==> config.mk <==
export PLATFORM = sky130hd
export DESIGN_NAME = jt49_mix_flat
export DESIGN_NICKNAME = d
export VERILOG_FILES = /design/src/rtl/jt49_mix_pkg.sv /design/src/rtl/jt49_mix_if.sv /design/src/rtl/jt49_dcrm.sv /design/src/rtl/jt49_mix.sv /design/src/flat_wrapper.sv
export SDC_FILE = /design/constraint.sdc
export NUM_CORES = 1
export LEC_CHECK = 0
export ABC_AREA = 1
export BUFFER_PORTS_ARGS = -buffer_cell sky130_fd_sc_hd__buf_2
export CAP_MARGIN = 20
export CORE_MARGIN = 1.5
export CORE_UTILIZATION = 35
export DETAILED_ROUTE_END_ITERATION = 8
export GPL_ROUTABILITY_DRIVEN = 1
export SKIP_CTS_REPAIR_TIMING = 1
export SLEW_MARGIN = 20
export SYNTH_ARGS = -nofsm -noshare
export SYNTH_HDL_FRONTEND = slang
export SYNTH_SLANG_ARGS = --single-unit
==> constraint.sdc <==
create_clock -name clk -period 17.6 [get_ports clk]
set_input_delay 0.88 -clock clk [delete_from_list [all_inputs] [get_ports clk]]
set_output_delay 0.88 -clock clk [all_outputs]
set_load 0.01 [all_outputs]
==> src/rtl/jt49_mix_pkg.sv <==
// Shared types and constants for the jt49 output mixer.
//   state_t    : mixer sequencer states (IDLE..OUT)
//   chan_cfg_t : one channel's sample/gain/pan payload as captured at cen
package jt49_mix_pkg;

  localparam int unsigned NCH    = 3;   // channels A, B, C
  localparam int unsigned CHW    = 8;   // linearised channel width
  localparam int unsigned GAINW  = 8;   // gain width
  localparam int unsigned PANW   = 2;   // {left_en, right_en}
  localparam int unsigned PW     = 16;  // product width
  localparam int unsigned PSHIFT = 2;   // product -> accumulator scaling
  localparam int unsigned SW     = PW - PSHIFT;
  localparam int unsigned XSHIFT = 1;   // accumulator -> DC stage scaling
  localparam int unsigned ACCW   = 16;
  localparam int unsigned XW     = 17;
  localparam int unsigned OUTW   = 16;

  typedef enum logic [2:0] {
    ST_IDLE = 3'd0,
    ST_MULA = 3'd1,
    ST_MULB = 3'd2,
    ST_MULC = 3'd3,
    ST_DC   = 3'd4,
    ST_OUT  = 3'd5
  } state_t;

  typedef struct packed {
    logic [CHW-1:0]   ch;
    logic [GAINW-1:0] gain;
    logic [PANW-1:0]  pan;
  } chan_cfg_t;

endpackage

==> src/rtl/jt49_mix_if.sv <==
// Mixer bus: per-channel inputs, controls and stereo result.
//   master : driven by the PSG/host side (inputs out, results in)
//   slave  : the mixer itself
interface jt49_mix_if;
  import jt49_mix_pkg::*;

  logic             cen;
  logic [CHW-1:0]   A, B, C;
  logic [GAINW-1:0] gainA, gainB, gainC;
  logic [PANW-1:0]  panA, panB, panC;
  logic             dc_en;
  logic [OUTW-1:0]  left, right;
  logic             valid;
  logic             overrun;

  modport master (
    output cen, A, B, C, gainA, gainB, gainC, panA, panB, panC, dc_en,
    input  left, right, valid, overrun
  );

  modport slave (
    input  cen, A, B, C, gainA, gainB, gainC, panA, panB, panC, dc_en,
    output left, right, valid, overrun
  );
endinterface

==> src/rtl/jt49_dcrm.sv <==
// One-side DC-removal integrator.
//   clk, rst_n : clock, async active-low reset
//   step       : advance the running average by one sample
//   en         : 1 = subtract average, 0 = pass-through and clear average
//   x          : non-negative input sample (XW bits)
//   y          : combinational result for the current x and average
module jt49_dcrm
  import jt49_mix_pkg::*;
#(
  parameter int unsigned DCW = 10
) (
  input  logic            clk,
  input  logic            rst_n,
  input  logic            step,
  input  logic            en,
  input  logic [XW-1:0]   x,
  output logic [OUTW-1:0] y
);

  localparam int unsigned AW = XW + DCW;

  logic signed [AW-1:0]   avg_q, avg_d;
  logic signed [AW-1:0]   avg_int, xs, ydiff;
  logic [AW-OUTW-1:0]     unused_ydiff_hi;

  // Leaky average: avg += x - avg/2^DCW; output is the residual x - avg/2^DCW.
  always_comb begin
    avg_int = avg_q >>> DCW;
    xs      = $signed(AW'(x));
    ydiff   = en ? (xs - avg_int) : xs;
    avg_d   = en ? (avg_q + ydiff) : '0;
  end

  // |ydiff| stays within 16-bit signed range, so the top bits are sign copies.
  assign y               = ydiff[OUTW-1:0];
  assign unused_ydiff_hi = ydiff[AW-1:OUTW];

  always_ff @(posedge clk or negedge rst_n) begin
    if (!rst_n) begin
      avg_q <= '0;
    end else if (step) begin
      avg_q <= avg_d;
    end
  end

endmodule

==> src/rtl/jt49_mix.sv <==
// PSG output mixer: per-channel gain and pan into stereo, optional DC removal.
// One shared multiplier walks A, B, C after each cen pulse; result after 5 clk.
//   clk, rst_n : clock, async active-low reset
//   bus        : jt49_mix_if.slave (cen, channels, gains, pans, dc_en in;
//                left/right/valid/overrun out, all registered)
module jt49_mix
  import jt49_mix_pkg::*;
#(
  parameter int unsigned DCW = 10
) (
  input  logic     clk,
  input  logic     rst_n,
  jt49_mix_if.slave bus
);

  state_t                state_q, state_d;
  chan_cfg_t [NCH-1:0]   snap_q;
  logic                  dcen_q;
  logic [ACCW-1:0]       accl_q, accr_q;
  logic [OUTW-1:0]       left_q, right_q;
  logic                  valid_q, overrun_q;

  logic                  snap_en, mul_en, dc_step, busy;
  logic [1:0]            sel;
  chan_cfg_t             cur;
  logic [PW-1:0]         prod;
  logic [SW-1:0]         scaled;
  logic [PSHIFT-1:0]     unused_prod_lo;
  logic [XW-1:0]         xl, xr;
  logic [OUTW-1:0]       yl, yr;

  // State register
  always_ff @(posedge clk or negedge rst_n) begin
    if (!rst_n) state_q <= ST_IDLE;
    else        state_q <= state_d;
  end

  // Next state: only IDLE waits; the pass itself is not gated by cen
  always_comb begin
    state_d = state_q;
    unique case (state_q)
      ST_IDLE: if (bus.cen) state_d = ST_MULA;
      ST_MULA: state_d = ST_MULB;
      ST_MULB: state_d = ST_MULC;
      ST_MULC: state_d = ST_DC;
      ST_DC:   state_d = ST_OUT;
      ST_OUT:  state_d = ST_IDLE;
      default: state_d = ST_IDLE;
    endcase
  end

  // Datapath controls decoded from state
  always_comb begin
    snap_en = 1'b0;
    mul_en  = 1'b0;
    dc_step = 1'b0;
    busy    = 1'b1;
    sel     = 2'd0;
    unique case (state_q)
      ST_IDLE: begin
        busy    = 1'b0;
        snap_en = bus.cen;
      end
      ST_MULA: begin mul_en = 1'b1; sel = 2'd0; end
      ST_MULB: begin mul_en = 1'b1; sel = 2'd1; end
      ST_MULC: begin mul_en = 1'b1; sel = 2'd2; end
      ST_DC:   dc_step = 1'b1;
      default: ;
    endcase
  end

  // Shared multiplier operand select
  always_comb begin
    cur = snap_q[0];
    case (sel)
      2'd1:    cur = snap_q[1];
      2'd2:    cur = snap_q[2];
      default: cur = snap_q[0];
    endcase
  end

  assign prod           = PW'(cur.ch) * PW'(cur.gain);
  assign scaled         = prod[PW-1:PSHIFT];
  assign unused_prod_lo = prod[PSHIFT-1:0];

  // Input snapshot, so inputs may move freely during the pass
  always_ff @(posedge clk or negedge rst_n) begin
    if (!rst_n) begin
      snap_q <= '0;
      dcen_q <= 1'b0;
    end else if (snap_en) begin
      snap_q[0] <= '{ch: bus.A, gain: bus.gainA, pan: bus.panA};
      snap_q[1] <= '{ch: bus.B, gain: bus.gainB, pan: bus.panB};
      snap_q[2] <= '{ch: bus.C, gain: bus.gainC, pan: bus.panC};
      dcen_q    <= bus.dc_en;
    end
  end

  // Per-side accumulation; 3 * 16256 fits in 16 bits unsigned
  always_ff @(posedge clk or negedge rst_n) begin
    if (!rst_n) begin
      accl_q <= '0;
      accr_q <= '0;
    end else if (snap_en) begin
      accl_q <= '0;
      accr_q <= '0;
    end else if (mul_en) begin
      if (cur.pan[1]) accl_q <= accl_q + ACCW'(scaled);
      if (cur.pan[0]) accr_q <= accr_q + ACCW'(scaled);
    end
  end

  assign xl = XW'(accl_q >> XSHIFT);
  assign xr = XW'(accr_q >> XSHIFT);

  jt49_dcrm #(.DCW(DCW)) u_dcrm_l (
    .clk   (clk),
    .rst_n (rst_n),
    .step  (dc_step),
    .en    (dcen_q),
    .x     (xl),
    .y     (yl)
  );

  jt49_dcrm #(.DCW(DCW)) u_dcrm_r (
    .clk   (clk),
    .rst_n (rst_n),
    .step  (dc_step),
    .en    (dcen_q),
    .x     (xr),
    .y     (yr)
  );

  // Result registers: loaded leaving DC, so they are visible with valid in OUT
  always_ff @(posedge clk or negedge rst_n) begin
    if (!rst_n) begin
      left_q    <= '0;
      right_q   <= '0;
      valid_q   <= 1'b0;
      overrun_q <= 1'b0;
    end else begin
      valid_q   <= dc_step;
      overrun_q <= bus.cen & busy;
      if (dc_step) begin
        left_q  <= yl;
        right_q <= yr;
      end
    end
  end

  assign bus.left    = left_q;
  assign bus.right   = right_q;
  assign bus.valid   = valid_q;
  assign bus.overrun = overrun_q;

endmodule

==> src/flat_wrapper.sv <==
// flat-port wrapper written by rule: the top's interface ports become plain ports
module jt49_mix_flat import jt49_mix_pkg::*;
#(
  parameter int unsigned DCW = 10
)
  (clk, rst_n, bus_cen, bus_A, bus_B, bus_C, bus_gainA, bus_gainB, bus_gainC, bus_panA, bus_panB, bus_panC, bus_dc_en, bus_left, bus_right, bus_valid, bus_overrun);
  jt49_mix_if bus_i ();
  input  logic clk;
  input  logic rst_n;
  input wire logic [$bits(bus_i.cen)-1:0] bus_cen;
  input wire logic [$bits(bus_i.A)-1:0] bus_A;
  input wire logic [$bits(bus_i.B)-1:0] bus_B;
  input wire logic [$bits(bus_i.C)-1:0] bus_C;
  input wire logic [$bits(bus_i.gainA)-1:0] bus_gainA;
  input wire logic [$bits(bus_i.gainB)-1:0] bus_gainB;
  input wire logic [$bits(bus_i.gainC)-1:0] bus_gainC;
  input wire logic [$bits(bus_i.panA)-1:0] bus_panA;
  input wire logic [$bits(bus_i.panB)-1:0] bus_panB;
  input wire logic [$bits(bus_i.panC)-1:0] bus_panC;
  input wire logic [$bits(bus_i.dc_en)-1:0] bus_dc_en;
  output wire logic [$bits(bus_i.left)-1:0] bus_left;
  output wire logic [$bits(bus_i.right)-1:0] bus_right;
  output wire logic [$bits(bus_i.valid)-1:0] bus_valid;
  output wire logic [$bits(bus_i.overrun)-1:0] bus_overrun;
  assign bus_i.cen = bus_cen;
  assign bus_i.A = bus_A;
  assign bus_i.B = bus_B;
  assign bus_i.C = bus_C;
  assign bus_i.gainA = bus_gainA;
  assign bus_i.gainB = bus_gainB;
  assign bus_i.gainC = bus_gainC;
  assign bus_i.panA = bus_panA;
  assign bus_i.panB = bus_panB;
  assign bus_i.panC = bus_panC;
  assign bus_i.dc_en = bus_dc_en;
  assign bus_left = bus_i.left;
  assign bus_right = bus_i.right;
  assign bus_valid = bus_i.valid;
  assign bus_overrun = bus_i.overrun;
  jt49_mix #(.DCW(DCW)) u_core (.clk(clk), .rst_n(rst_n), .bus(bus_i));
endmodule
### After elaboration in Yosys (flattened, before gate mapping)

Index checks and enable logic that the tools add are counted.

| word-level totals | value |
|---|---|
| register bits after elaboration | 178 |
| input port bits | 58 |
| word-level logic and storage cells | 59 |

| operators by class | value |
|---|---|
| add/sub/neg operators | 6 |
| multiply operators | 1 |
| eq/ne operators | 7 |
| muxes and demuxes | 18 |
| bitwise gates (word level) | 1 |
| reductions and logical operators | 7 |

Operators with widths:

| cell | count |
|---|---|
| 27-bit 2-to-1 mux | 4 |
| 16-bit 2-to-1 mux | 6 |
| 27-bit adder | 2 |
| 18-bit one-hot mux with 2 select lines | 1 |
| 16-bit by 17-bit subtractor with 18-bit output | 2 |
| 16-bit by 14-bit adder with 16-bit output | 2 |
| 8-bit by 8-bit multiplier with 16-bit output | 1 |
| 3-bit one-hot mux with 5 select lines | 1 |
| 3-bit by 2-bit == test with 1-bit output (second input constant) | 2 |
| 2-bit nonzero test | 3 |
| 1-bit 2-to-1 mux | 4 |
| 2-bit one-hot mux with 2 select lines | 1 |
| 2-bit AND reduction | 2 |
| 3-bit by 1-bit == test with 1-bit output (second input constant) | 1 |
| 3-bit == test (second input constant) | 1 |
| 3-bit logical NOT | 1 |
| 3-bit 2-to-1 mux | 1 |
| 3-bit OR reduction | 1 |
| 2-bit by 1-bit == test with 1-bit output (second input constant) | 1 |
| 2-bit == test (second input constant) | 1 |
| 2-bit != test (second input constant) | 1 |
| 1-bit bitwise AND | 1 |

### Longest topological paths before layout

Gate-level depths: netlist of run 1.

| depth | value |
|---|---|
| depth in word-level cells | 9 |
| gate-level depth with buffers | 35 |
| depth with buffers taken out | 33 |

### Hierarchy

From an unflattened synthesis of run 1, not the netlist that was laid out.

| unflattened totals | value |
|---|---|
| cells, all modules | 2,531 |
| area, all modules | 17,195.2 µm² |

By module, submodules not included:

| module | instances | cells each | area an instance (µm²) | seq. area each (µm²) |
|---|---|---|---|---|
| jt49_mix | 1 | 1,076 | 8,884.8 | 3,103.0 |
| jt49_dcrm (u_core.u_dcrm_l) | 1 | 727 | 4,184.0 | 675.6 |
| jt49_dcrm (u_core.u_dcrm_r) | 1 | 728 | 4,126.5 | 675.6 |

### Least setup slack after synthesis of run 1

OpenSTA, ideal clock, no wires.

| path | value |
|---|---|
| kind | reg2reg |
| start point | reg u_core.state_q[1] |
| end point | reg u_core.accl_q[13] |
| arrival | 6.339 ns |
| data required time | 17.479 ns |
| setup slack | 11.140 ns |
| stages on the path, launching flop included | 31 |
| buffers on the path | 1 |
| clock period less this slack | 6.460 ns |
| path through | dfrtp_1 > nand2_1 > nor2_1 > inv_1 > ha_1 > inv_1 > buf_2 > a221o_1 > o21ai_1 > nor2_1 > fa_1 > inv_1 > fa_1 > inv_1 > fa_1 > inv_1 > fa_1 > inv_1 > ha_1 > a21oi_1 > o21ai_0 > a21oi_1 > o21bai_1 > xor2_1 > inv_1 > ha_1 > nand2_1 > nor4_1 > nand2_1 > a21oi_1 > o21ai_2 |

| between the ends | value |
|---|---|
| cells in the longest elaborated chain, start to end | 9 |
| elaborated cells on any way between the ends | 19 |

Ends and longest elaborated chain:

| element | RTL line | source |
|---|---|---|
| start, declared | jt49_mix.sv:16 | `state_t state_q, state_d;` |
| start signal, assigned | jt49_mix.sv:35 | `else state_q <= state_d;` |
| 3-bit by 2-bit == test with 1-bit output | jt49_mix.sv:59 | `unique case (state_q)` |
| 2-bit one-hot mux with 2 select lines | jt49_mix.sv:59 |  |
| 2-bit == test / 2-bit by 1-bit == test with 1-bit output (equally long branches) | jt49_mix.sv:75 | `case (sel)` |
| 18-bit one-hot mux with 2 select lines | jt49_mix.sv:75 |  |
| 8-bit by 8-bit multiplier with 16-bit output | jt49_mix.sv:82 | `assign prod = PW'(cur.ch) * PW'(cur.gain);` |
| 16-bit by 14-bit adder with 16-bit output | jt49_mix.sv:108 | `if (cur.pan[1]) accl_q <= accl_q + ACCW'(scaled);` |
| 16-bit 2-to-1 mux | jt49_mix.sv:108 |  |
| 16-bit 2-to-1 mux | jt49_mix.sv:107 | `end else if (mul_en) begin` |
| 16-bit 2-to-1 mux | jt49_mix.sv:104 | `end else if (snap_en) begin` |
| end signal, assigned | jt49_mix.sv:108 |  |
| end, declared | jt49_mix.sv:19 | `logic [ACCW-1:0] accl_q, accr_q;` |

Parallel ways exist; a longest one is shown, timed or not. The select of a mux whose other input is x is not followed.
A chain may end at the register's enable or synchronous reset.

### Final worst setup path of run 1

Ends and elaborated chain as after synthesis.

==> summary by stage, run 1 <==
Routing
In this run, the number of DRC markers left after iteration 0 of detailed routing was around 1100. The final routed DRC violation total is 0. The via count is about 16000. The detail route stage leaves a number of antenna-violating nets equal to 0.

The routed wire length is between 40 and 50 mm. The average vias per placed instance is ~5. After detailed routing, the average wire length per cell comes to 15.5 um.

The first TritonRoute pass finished after 5 iterations.

Worst setup path
The required time at the endpoint of the critical path is 17.99 ns. The critical path buffer and inverter count is 7. The largest single stage delay on the critical path is 0.79 ns. The setup path with the least slack is of type reg2reg.

The data arrival at the endpoint of the critical path is roughly 8 ns. The cell family contributing the most delay on the critical path is adder cells. By instance count, the cell type seen most on the critical path is sky130_fd_sc_hd__inv_1. The endpoint class of the critical path is a flop. The startpoint type of the worst setup path is a flop.

The largest individual stage delay along the critical path comes from the cell sky130_fd_sc_hd__ha_1. Along the worst path, the maximum fanout reaches 24.

STA
The final critical delay including setup and external delays is 7.70 ns. Timing would allow up to around 0.13 GHz. Summed over all failing endpoints, the final setup total negative slack is 0 ns. The portion of the clock cycle consumed by the worst path in the final layout is about 44%. The transition time at the pin with the least slew margin is 0.981 ns.

The count of endpoints failing setup in the final report is 0. Clock skew on the completed layout was measured at 0.0117 ns. Setup repair after global routing left no endpoint under its margin. The hold violation total from the final report is 0. The final max-slew violation count is 0. Headroom to the max-slew limit came out at roughly 35%.

Yosys
Yosys mapped a number of flops with a built-in enable equal to 0. The number of instances in the synthesized netlist is approximately 2400. The mapped cell area is between 0.015 and 0.02 sq mm.

The sequential share of the synthesized area is 26.7%. Counting flops and latches in the post-synthesis netlist gives 178. The cell with the most instances after synthesis is sky130_fd_sc_hd__nand2_1. The number of warning messages in the yosys log is 0.

The number of different library cells used by synthesis comes to 50. The average size of a mapped cell is about 6.8 sq um. The number of nets in the synthesized netlist is approximately 2700.

Ranked by total cell area, the synthesized netlist is headed by sky130_fd_sc_hd__dfrtp_1, sky130_fd_sc_hd__nand2_1, sky130_fd_sc_hd__ha_1. In the synthesized netlist, the cells that appear most often are sky130_fd_sc_hd__nand2_1, sky130_fd_sc_hd__inv_1, sky130_fd_sc_hd__nor2_1. In the synthesized netlist the async set-or-reset flop fraction comes to 100%. The largest area contributor in the synthesized netlist is sky130_fd_sc_hd__dfrtp_1. The most common flop cell mapped by yosys is sky130_fd_sc_hd__dfrtp_1. The top-area cell type share of the netlist area is between 20% and 30%.

Cells and area
The share of layout cells above drive strength 1 is under 10%. The area growth from synthesis to final layout is 9.59%. The net count reported at finish is 2764.

Flow run
The max-cap check violation count is 0.

Status
The run finished with clean final reports.

Clock tree
The clock transition at the register clock pins on the worst setup and hold paths after CTS is ~0.080 ns. TritonCTS built the clock tree. The master cell of the clock root buffer is sky130_fd_sc_hd__clkbuf_16. In this run, CTS created clock tree buffers numbering 17.

The clock reaches the later pin of the worst-skew pair after around 0.50 ns. The H-tree depth is 4. The clock passes through at most 2 buffers.

The clock net in this run drives a total of 178 sinks.

Floorplan
From left edge to right edge, the die measures 221 um. In this run the vertical extent of the chip is 221 um. The placeable core region is roughly 0.047 sq mm. The floorplan has 79 rows.

The die covers just under 0.05 sq mm. The number of top-level pins is 92. For this configuration, the core starts out at a cell density of a little over a third.

Global route
The number of antenna violations at the first check in global routing is 2. The number of global-route vias before repair was between 15000 and 20000. Entering global routing, the biggest net connects around 110 pins. The total congestion overflow after global routing is 0. The first global-routing pass estimated between 80 and 90 mm of wire. The global-route total usage across every layer is between 20% and 30%.

Place
The placer congestion estimate is 0.923. The wire-length estimate of the detail-placed layout is 39.1 mm. The number of buffers inserted by port buffering is around 90.

Worst hold path
The class of the tightest hold or removal check is in2async.
==> worst reg2reg max path, delay by kind of cell, from the launching register on <==
family          cells  cell delay, ns
fa+ha+maj           7            3.64
compound gates      8            1.53
simple gates        6            0.95
buf+inv             7            0.80
flops               1            0.52
xor+xnor            1            0.15
==> cell type report <==
cell class,count,area [sq um]
Fill cell,5030,28500
Multi-Input combinational cell,1859,10600
Sequential cell,178,4460
Inverter,366,1390
Tap cell,607,759
Timing Repair Buffer,94,487
Clock buffer,18,429
Clock inverter,14,118
Antenna cell,1,2.50
==> routing by layer <==
| layer | GRT usage, % | share of wire [%] |
|---|---|---|
| met5 | 0 | 0.025 |
| met3 | 3.86 | 5.1 |
| met4 | 7.03 | 2.3 |
| met2 | 33.6 | 45 |
| met1 | 27.5 | 48 |
==> cell usage in the layout, fill, tap and decap left out, types with 4 or more instances in the layout <==
cell	instances
sky130_fd_sc_hd__nand2_1	813
sky130_fd_sc_hd__inv_1	359
sky130_fd_sc_hd__nor2_1	215
sky130_fd_sc_hd__dfrtp_1	177
sky130_fd_sc_hd__nand3_1	165
sky130_fd_sc_hd__ha_1	148
sky130_fd_sc_hd__a21oi_1	122
sky130_fd_sc_hd__buf_2	90
sky130_fd_sc_hd__o21ai_0	71
sky130_fd_sc_hd__mux2_2	53
sky130_fd_sc_hd__fa_1	42
sky130_fd_sc_hd__nand4_1	28
sky130_fd_sc_hd__o21ai_1	22
sky130_fd_sc_hd__or2_2	20
sky130_fd_sc_hd__xnor2_1	17
sky130_fd_sc_hd__clkbuf_16	17
sky130_fd_sc_hd__o21bai_1	14
sky130_fd_sc_hd__and2_1	12
sky130_fd_sc_hd__nor3_1	12
sky130_fd_sc_hd__o22ai_1	12
sky130_fd_sc_hd__a221o_1	11
sky130_fd_sc_hd__xor2_1	11
sky130_fd_sc_hd__a21o_1	10
sky130_fd_sc_hd__o21ai_2	8
sky130_fd_sc_hd__nand2_2	7
sky130_fd_sc_hd__inv_6	7
sky130_fd_sc_hd__nand3b_1	6
sky130_fd_sc_hd__a22o_1	5
sky130_fd_sc_hd__clkinvlp_4	5
sky130_fd_sc_hd__a31oi_1	4
==> kinds of logic (layout without fill, tap and decap cells) <==
family | after synthesis | after routing | share of synthesized area [%]
buffers and inverters | 407 | 492 | 9.59
AND/OR/NAND/NOR | 1293 | 1293 | 32.2
adder cells (fa/ha/maj) | 190 | 190 | 16.1
other | 0 | 1 | 0
XOR/XNOR | 28 | 28 | 1.47
flip-flops | 178 | 178 | 26.7
AO/OA/AOI/OAI | 295 | 295 | 10.4
multiplexers | 53 | 53 | 3.58
==> per-stage QoR <==
stage / util (%) / hold WS (ns) / cell area (sq um) / setup WS [ns] / std cells
2_1_floorplan: - / 0.455 / 16700 / 11.14 / 2444
3_3_place_gp: 37.9 / 0.457 / 17700 / 10.09 / 3104
3_5_place_dp: 37.9 / 0.461 / 17700 / 9.81 / 3104
4_1_cts: 39.1 / 0.482 / 18300 / 9.80 / 3136
5_1_grt: 39.1 / 0.498 / 18300 / 9.09 / 3136
6_report: 39.1 / 0.471 / 18300 / 9.90 / 3137
==> flip-flops by register name, summed over array words and instances, names as in the netlist <==
signal	count
u_core.snap_q	54
u_core.u_dcrm_l.avg_q	27
u_core.u_dcrm_r.avg_q	27
u_core.accl_q	16
u_core.accr_q	16
u_core.bus.left	16
u_core.bus.right	16
u_core.state_q	3
u_core.bus.overrun	1
u_core.bus.valid	1
u_core.dcen_q	1
==> path summary, 6_finish.rpt <==
kind,from,to,slack [ns],cells after the start
worst min register to register,u_core.bus.right[6],u_core.bus.right[6],0.48,2
worst min-delay path,rst_n,u_core.bus.left[15],0.47,1
worst max register to register,u_core.state_q[1],u_core.accl_q[13],9.90,29
max in group asynchronous,rst_n,u_core.dcen_q,15.55,2
min in group clk,u_core.bus.right[6],u_core.bus.right[6],0.48,2
worst max-delay path,u_core.state_q[1],u_core.accl_q[13],9.90,29
Power of run 1 is not shown: default switching activity piles up to over one toggle a cycle in this logic, so the estimate is an artifact.
==> run 2, diff against run 1 <==
==> constraint.sdc (replaced) <==
create_clock -name clk -period 7 [get_ports clk]
set_input_delay 0.35 -clock clk [delete_from_list [all_inputs] [get_ports clk]]
set_output_delay 0.35 -clock clk [all_outputs]
set_load 0.01 [all_outputs]
==> summary by stage, run 2 (same netlist as run 1, synthesis figures left out) <==
Clock tree
The H-tree generated during clock tree synthesis spans 4 levels. The clock transition at the register clock pins on the worst setup and hold paths after CTS is about 0.07 ns. The CTS tree is built. The source-to-sink clock delay at the later pin of the worst-skew pair is a little under 0.5 ns. For this design, the sink count on the clock tree is 178. Buffers inserted during clock tree synthesis total 17. The clock passes through at most 2 buffers. Clock tree synthesis selected as its root buffer the cell sky130_fd_sc_hd__clkbuf_16.

Cells and area
The net count reported at finish is 2781. Leaving out fill and tap cells, the most frequent cells in the layout are sky130_fd_sc_hd__nand2_1, sky130_fd_sc_hd__inv_1, sky130_fd_sc_hd__nor2_1, sky130_fd_sc_hd__dfrtp_1, sky130_fd_sc_hd__nand3_1. The antenna diode count is 0. With fillers left out, the area of the finished cells amounts to approximately 0.018 sq mm. In the final layout, the registers with the most flip-flops are u_core.snap_q (54), u_core.u_dcrm_l.avg_q (27), u_core.u_dcrm_r.avg_q (27). The leading cell type in the layout, fill and taps excluded is sky130_fd_sc_hd__nand2_1. The layout has a little under 5000 filler cells. The register with the most flip-flops in the layout has 54 of them. The area growth from synthesis to final layout is 10.9%.

Leaving out filler cells and counting taps, the final layout contains roughly 3200. In the final layout, the share of cells above drive strength 1 is roughly a tenth. The register ranked first by flip-flop count is u_core.snap_q.

Routing
Summing over every cut layer, the via total after detailed routing is 15818. In the routed design, unresolved DRC markers number 0. For this block, the initial DRC count from the detailed router was 1007. The average vias per placed instance is around 5.0. The first detailed-routing pass took 5 iterations.

The routed wire length is between 40 and 50 mm. The wire length per cell after detailed routing is between 15 and 20 um. In this run the remaining antenna-violating nets after routing total 0.

Floorplan
The die covers 0.0490 sq mm. The starting density of the core is between 30% and 40%. The cell row count is 79.

slightly above 90 I/O pins were placed. The placeable core region is around 0.047 sq mm. Measured along the y axis, the die boundary spans ~220 um.

The die span in x is 221 um.

STA
The tightest hold path in the finished design has a slack of -0.0721 ns. The hold violation total from the final report is 37. Across the routed clock network, the largest skew measured is ~0.011 ns. The portion of the clock cycle consumed by the worst path in the final layout is 94.3%. Setup violations remaining at the end of the flow were counted as 0.

After routing, the total negative slack on setup checks comes to 0 ns. The final critical delay including setup and external delays is approximately 6.6 ns. The headroom to the max-slew limit is between 20% and 30%. The transition time at the pin with the least slew margin is about 1.1 ns. The final max-slew violation count was 0.

The highest clock rate is approximately 0.15 GHz. Setup repair after global routing left no endpoint under its margin.

Worst setup path
In this design, the largest share of critical-path delay is due to adder cells. In this design, the critical path's most frequently occurring cell is sky130_fd_sc_hd__inv_1. The endpoint class of the critical path is a flop.

The class of the most critical setup path is reg2reg. For the worst setup path, the data required time is 7.38 ns. The slowest stage of the critical path belongs to the cell sky130_fd_sc_hd__fa_1. Counting both buffers and inverters, the worst setup path holds a total of 6. The data arrival at the endpoint of the critical path is between 6 and 7 ns. The largest single stage delay on the critical path is approximately 0.54 ns. Along the worst path, the maximum fanout reaches 8. STA classifies the critical path startpoint as a flop.

Place
Summing all placed instances gives a cell area of approximately 0.018 sq mm. The total half-perimeter wirelength after legalization and detailed placement is slightly below 40 mm. In this run, placement finished with an instance count of about 3100. The number of buffers inserted by port buffering is slightly above 90. The placer congestion estimate is 0.949.

Global route
The total overflow left after global routing is 0. Global routing used between 20% and 30% of the available tracks across all layers. Entering global routing, the biggest net connects 113 pins.

The number of global-route vias before repair was approximately 15000. The first global-routing pass estimated roughly 80 mm of wire. The number of antenna violations at the first check in global routing is 2.

Worst hold path
In this run the worst hold path is classified as in2async.

Status
The run finished, with violations left. The final reports fail on hold timing.

Flow run
The max-cap check violation count is 0.
## run 2: cell type report
type                       count  area (sq um)  area share, %
multi-input combinational   1859         10700           58.0
sequential                   178          4460           24.1
inverter                     366          1400           7.55
tap                          607           759           4.11
timing repair buffer         110           611           3.30
clock buffer                  19           443           2.39
clock inverter                11          98.8          0.534
timing repair inverter         1          7.51         0.0406
## run 2: through the flow
stage               setup WS (ns)  util, %
floorplan                   0.540        -
global placement            0.333     38.1
detailed placement          0.234     38.1
CTS                         0.214     39.3
global route              0.00208     39.6
finish                      0.399     39.6
## run 2: worst paths after layout
| check | start | end | slack, ns | cells past startpoint |
|---|---|---|---|---|
| min in group clk | bus_C[7] | u_core.snap_q[53] | 0.08 | 2 |
| min | rst_n | u_core.u_dcrm_l.avg_q[8] | -0.07 | 1 |
| max reg2reg | u_core.state_q[2] | u_core.accl_q[13] | 0.40 | 28 |
| max in group asynchronous | rst_n | u_core.dcen_q | 5.52 | 2 |
| max | u_core.state_q[2] | u_core.accl_q[13] | 0.40 | 28 |
| min reg2reg | u_core.bus.right[12] | u_core.bus.right[12] | 0.47 | 2 |
## run 2: worst reg2reg max path, delay by kind of cell, from the launching register on
| kind | cells | cell delay [ns] |
|---|---|---|
| flops | 1 | 0.48 |
| buf+inv | 6 | 0.47 |
| simple gates | 6 | 0.94 |
| compound gates | 8 | 1.30 |
| xor+xnor | 1 | 0.13 |
| fa+ha+maj | 7 | 3.17 |
## run 2: per-layer routing
| layer | up-vias | track usage (%) | routed length (um) |
|---|---|---|---|
| li1 | 8009 | - | - |
| met1 | 7363 | 26.9 | 23000 |
| met2 | 362 | 33.2 | 22100 |
| met3 | 82 | 3.20 | 2410 |
| met4 | 2 | 8.10 | 1210 |
| met5 | - | 0 | 13 |
Power of run 2 is left out for the same reason.
==> run 3, diff against run 2 <==
--- a/config.mk
+++ b/config.mk
@@ -12,6 +12,7 @@
 export CORE_UTILIZATION = 35
 export DETAILED_ROUTE_END_ITERATION = 8
 export GPL_ROUTABILITY_DRIVEN = 1
+export PLACE_DENSITY = 0.49
 export SKIP_CTS_REPAIR_TIMING = 1
 export SLEW_MARGIN = 20
 export SYNTH_ARGS = -nofsm -noshare
==> summary by stage, run 3 (same netlist as run 1, synthesis figures left out) <==
Cells and area
The finished cells cover approximately 0.019 sq mm. The total area of sequential cells is around 0.0045 sq mm. The leading cell type in the layout, fill and taps excluded is sky130_fd_sc_hd__nand2_1. The largest registers in the layout are u_core.snap_q (54), u_core.u_dcrm_l.avg_q (27), u_core.u_dcrm_r.avg_q (27).

The register ranked first by flip-flop count is u_core.snap_q. Summing all multi-input logic gate instances after layout gives between 0.01 and 0.015 sq mm. The count of non-filler cells in the finished layout is approximately 3200.

The post-route netlist has roughly 11% of its cells at a drive strength greater than 1. The antenna diode count is 0. In the final design database the tool counted between 2000 and 3000 nets. The flip-flop count of the largest register, all copies and words added is 54. In the layout the commonest cells are sky130_fd_sc_hd__nand2_1, sky130_fd_sc_hd__inv_1, sky130_fd_sc_hd__nor2_1, sky130_fd_sc_hd__dfrtp_1, sky130_fd_sc_hd__nand3_1.

The area growth from synthesis to final layout is 11.7%. The final-layout fill cell count is 5032.

STA
The final max-slew violation count came to 0. The final critical delay including setup and external delays is 6.59 ns. The final hold slack is about 0.067 ns.

Setup violations remaining at the end of the flow were counted as 0. Setup repair after global routing could not meet its margin everywhere. The hold violation total from the final report is 0. The clock skew is roughly 0.014 ns.

The headroom to the max-slew limit is between 20% and 30%. The portion of the clock cycle consumed by the worst path in the final layout is 94.1%. The transition time at the pin with the least slew margin is 1.07 ns. Timing would allow up to approximately 0.15 GHz.

Floorplan
The number of top-level pins is 92. From bottom edge to top edge, the die measures 221 um. The die covers just under 0.05 sq mm. Once the floorplan was initialized, standard cells occupied 35.7% of the core. The die span in x is roughly 220 um.

The cell row count is slightly below 80. The placeable core region is 0.0468 sq mm.

Place
The congestion estimate from routability-driven global placement came to about 0.9. Including well taps, the total number of placed cells is around 3100. Summing all placed instances gives a cell area of roughly 0.018 sq mm.

Detailed placement ended at an HPWL of roughly 41 mm. The number of buffers inserted by port buffering is between 90 and 100.

Worst setup path
STA classifies the critical path startpoint as a flop. The endpoint class of the critical path is a flop. The largest individual stage delay along the critical path comes from the cell sky130_fd_sc_hd__fa_1. The largest driver fanout on the critical path is 7.

The path depth of the worst reg2reg path is 28. The required time at the endpoint of the critical path is between 7 and 8 ns. STA puts the critical path data arrival time at about 7 ns. The stage delay of the slowest cell on the critical path is between 0.5 and 0.6 ns. The class of the most critical setup path is reg2reg.

Clock tree
For this design, the sink count on the clock tree is approximately 180. CTS built an H-tree with a depth of 4. The total CTS buffers is 17. The worst-case clock buffer depth is 2.

TritonCTS built the clock tree. Clock tree synthesis selected as its root buffer the cell sky130_fd_sc_hd__clkbuf_16. Clock-pin slew was measured on the worst setup and hold paths at approximately 0.080 ns. The source-to-sink clock delay at the later pin of the worst-skew pair is 0.51 ns.

Global route
Entering global routing, the biggest net connects 90 pins. The first global-routing pass estimated between 80 and 90 mm of wire. The number of global-route vias before repair is ~15000. The total congestion overflow after global routing is 0. The global-route total usage across every layer is a little over a fifth.

The number of antenna violations at the first check in global routing came to 0.

Routing
The routed wire length is roughly 52 mm. The via count is around 16000. Before antenna repair, the detailed router went through 5 iterations. Dividing the detail-routed wire length by the instance count gives around 16 um. The count of nets left with antenna violations after detail routing is 0. The average vias per placed instance is approximately 5.0. The number of design-rule violations left by the first detailed-router iteration is 1147. For this run, design rule violations remaining after detail routing come to 0.

Status
The run finished with clean final reports.

Worst hold path
The class of the tightest hold or removal check is in2reg. The cell depth of the worst hold path is 2.

Flow run
Across the run, the number of max-cap violations was 0.
run 3: area by class of cell:
class | instances | area share (%)
Clock buffer | 17 | 2.28
Clock inverter | 15 | 1.15
Inverter | 366 | 7.49
Multi-Input combinational cell | 1859 | 57.5
Sequential cell | 178 | 23.9
Tap cell | 607 | 4.08
Timing Repair Buffer | 115 | 3.49
Timing Repair inverter | 1 | 0.0403
run 3: path summary, 6_finish.rpt:
path	slack [ns]	from	end
worst max register to register	0.41	u_core.state_q[2]	u_core.accl_q[13]
worst min-delay path	0.07	bus_C[5]	u_core.snap_q[51]
worst min register to register	0.48	u_core.bus.left[6]	u_core.bus.left[6]
max in group asynchronous	5.29	rst_n	u_core.state_q[2]
min in group asynchronous	0.36	rst_n	u_core.u_dcrm_l.avg_q[25]
worst max-delay path	0.41	u_core.state_q[2]	u_core.accl_q[13]
run 3: worst max-delay path, delay by kind of cell, from the launching register on:
kind            cells  cell delay, ns
simple gates        7            1.05
compound gates      7            1.05
buf+inv             6            0.69
flops               1            0.48
fa+ha+maj           7            3.08
xor+xnor            1            0.16
run 3: per-stage QoR:
step / utilization [%] / TNS (ns) / setup WS (ns)
after floorplan: - / 0 / 0.540
after global placement: 38.2 / 0 / 0.344
after detailed placement: 38.2 / 0 / 0.218
after CTS: 39.5 / 0 / 0.197
after global routing: 39.9 / -0.0117 / -0.0115
final: 39.9 / 0 / 0.414
run 3: per-layer routing:
metal / GRT usage (%) / part of all wire, % / wire length, um / up-vias
li1: - / - / - / 8019
met1: 30.7 / 50 / 25900 / 7370
met2: 33.8 / 44 / 22500 / 320
met3: 3.98 / 4.5 / 2310 / 53
met4: 5.56 / 1.8 / 918 / 0
met5: 0 / 0 / 0 / -
Power of run 3 is left out for the same reason.
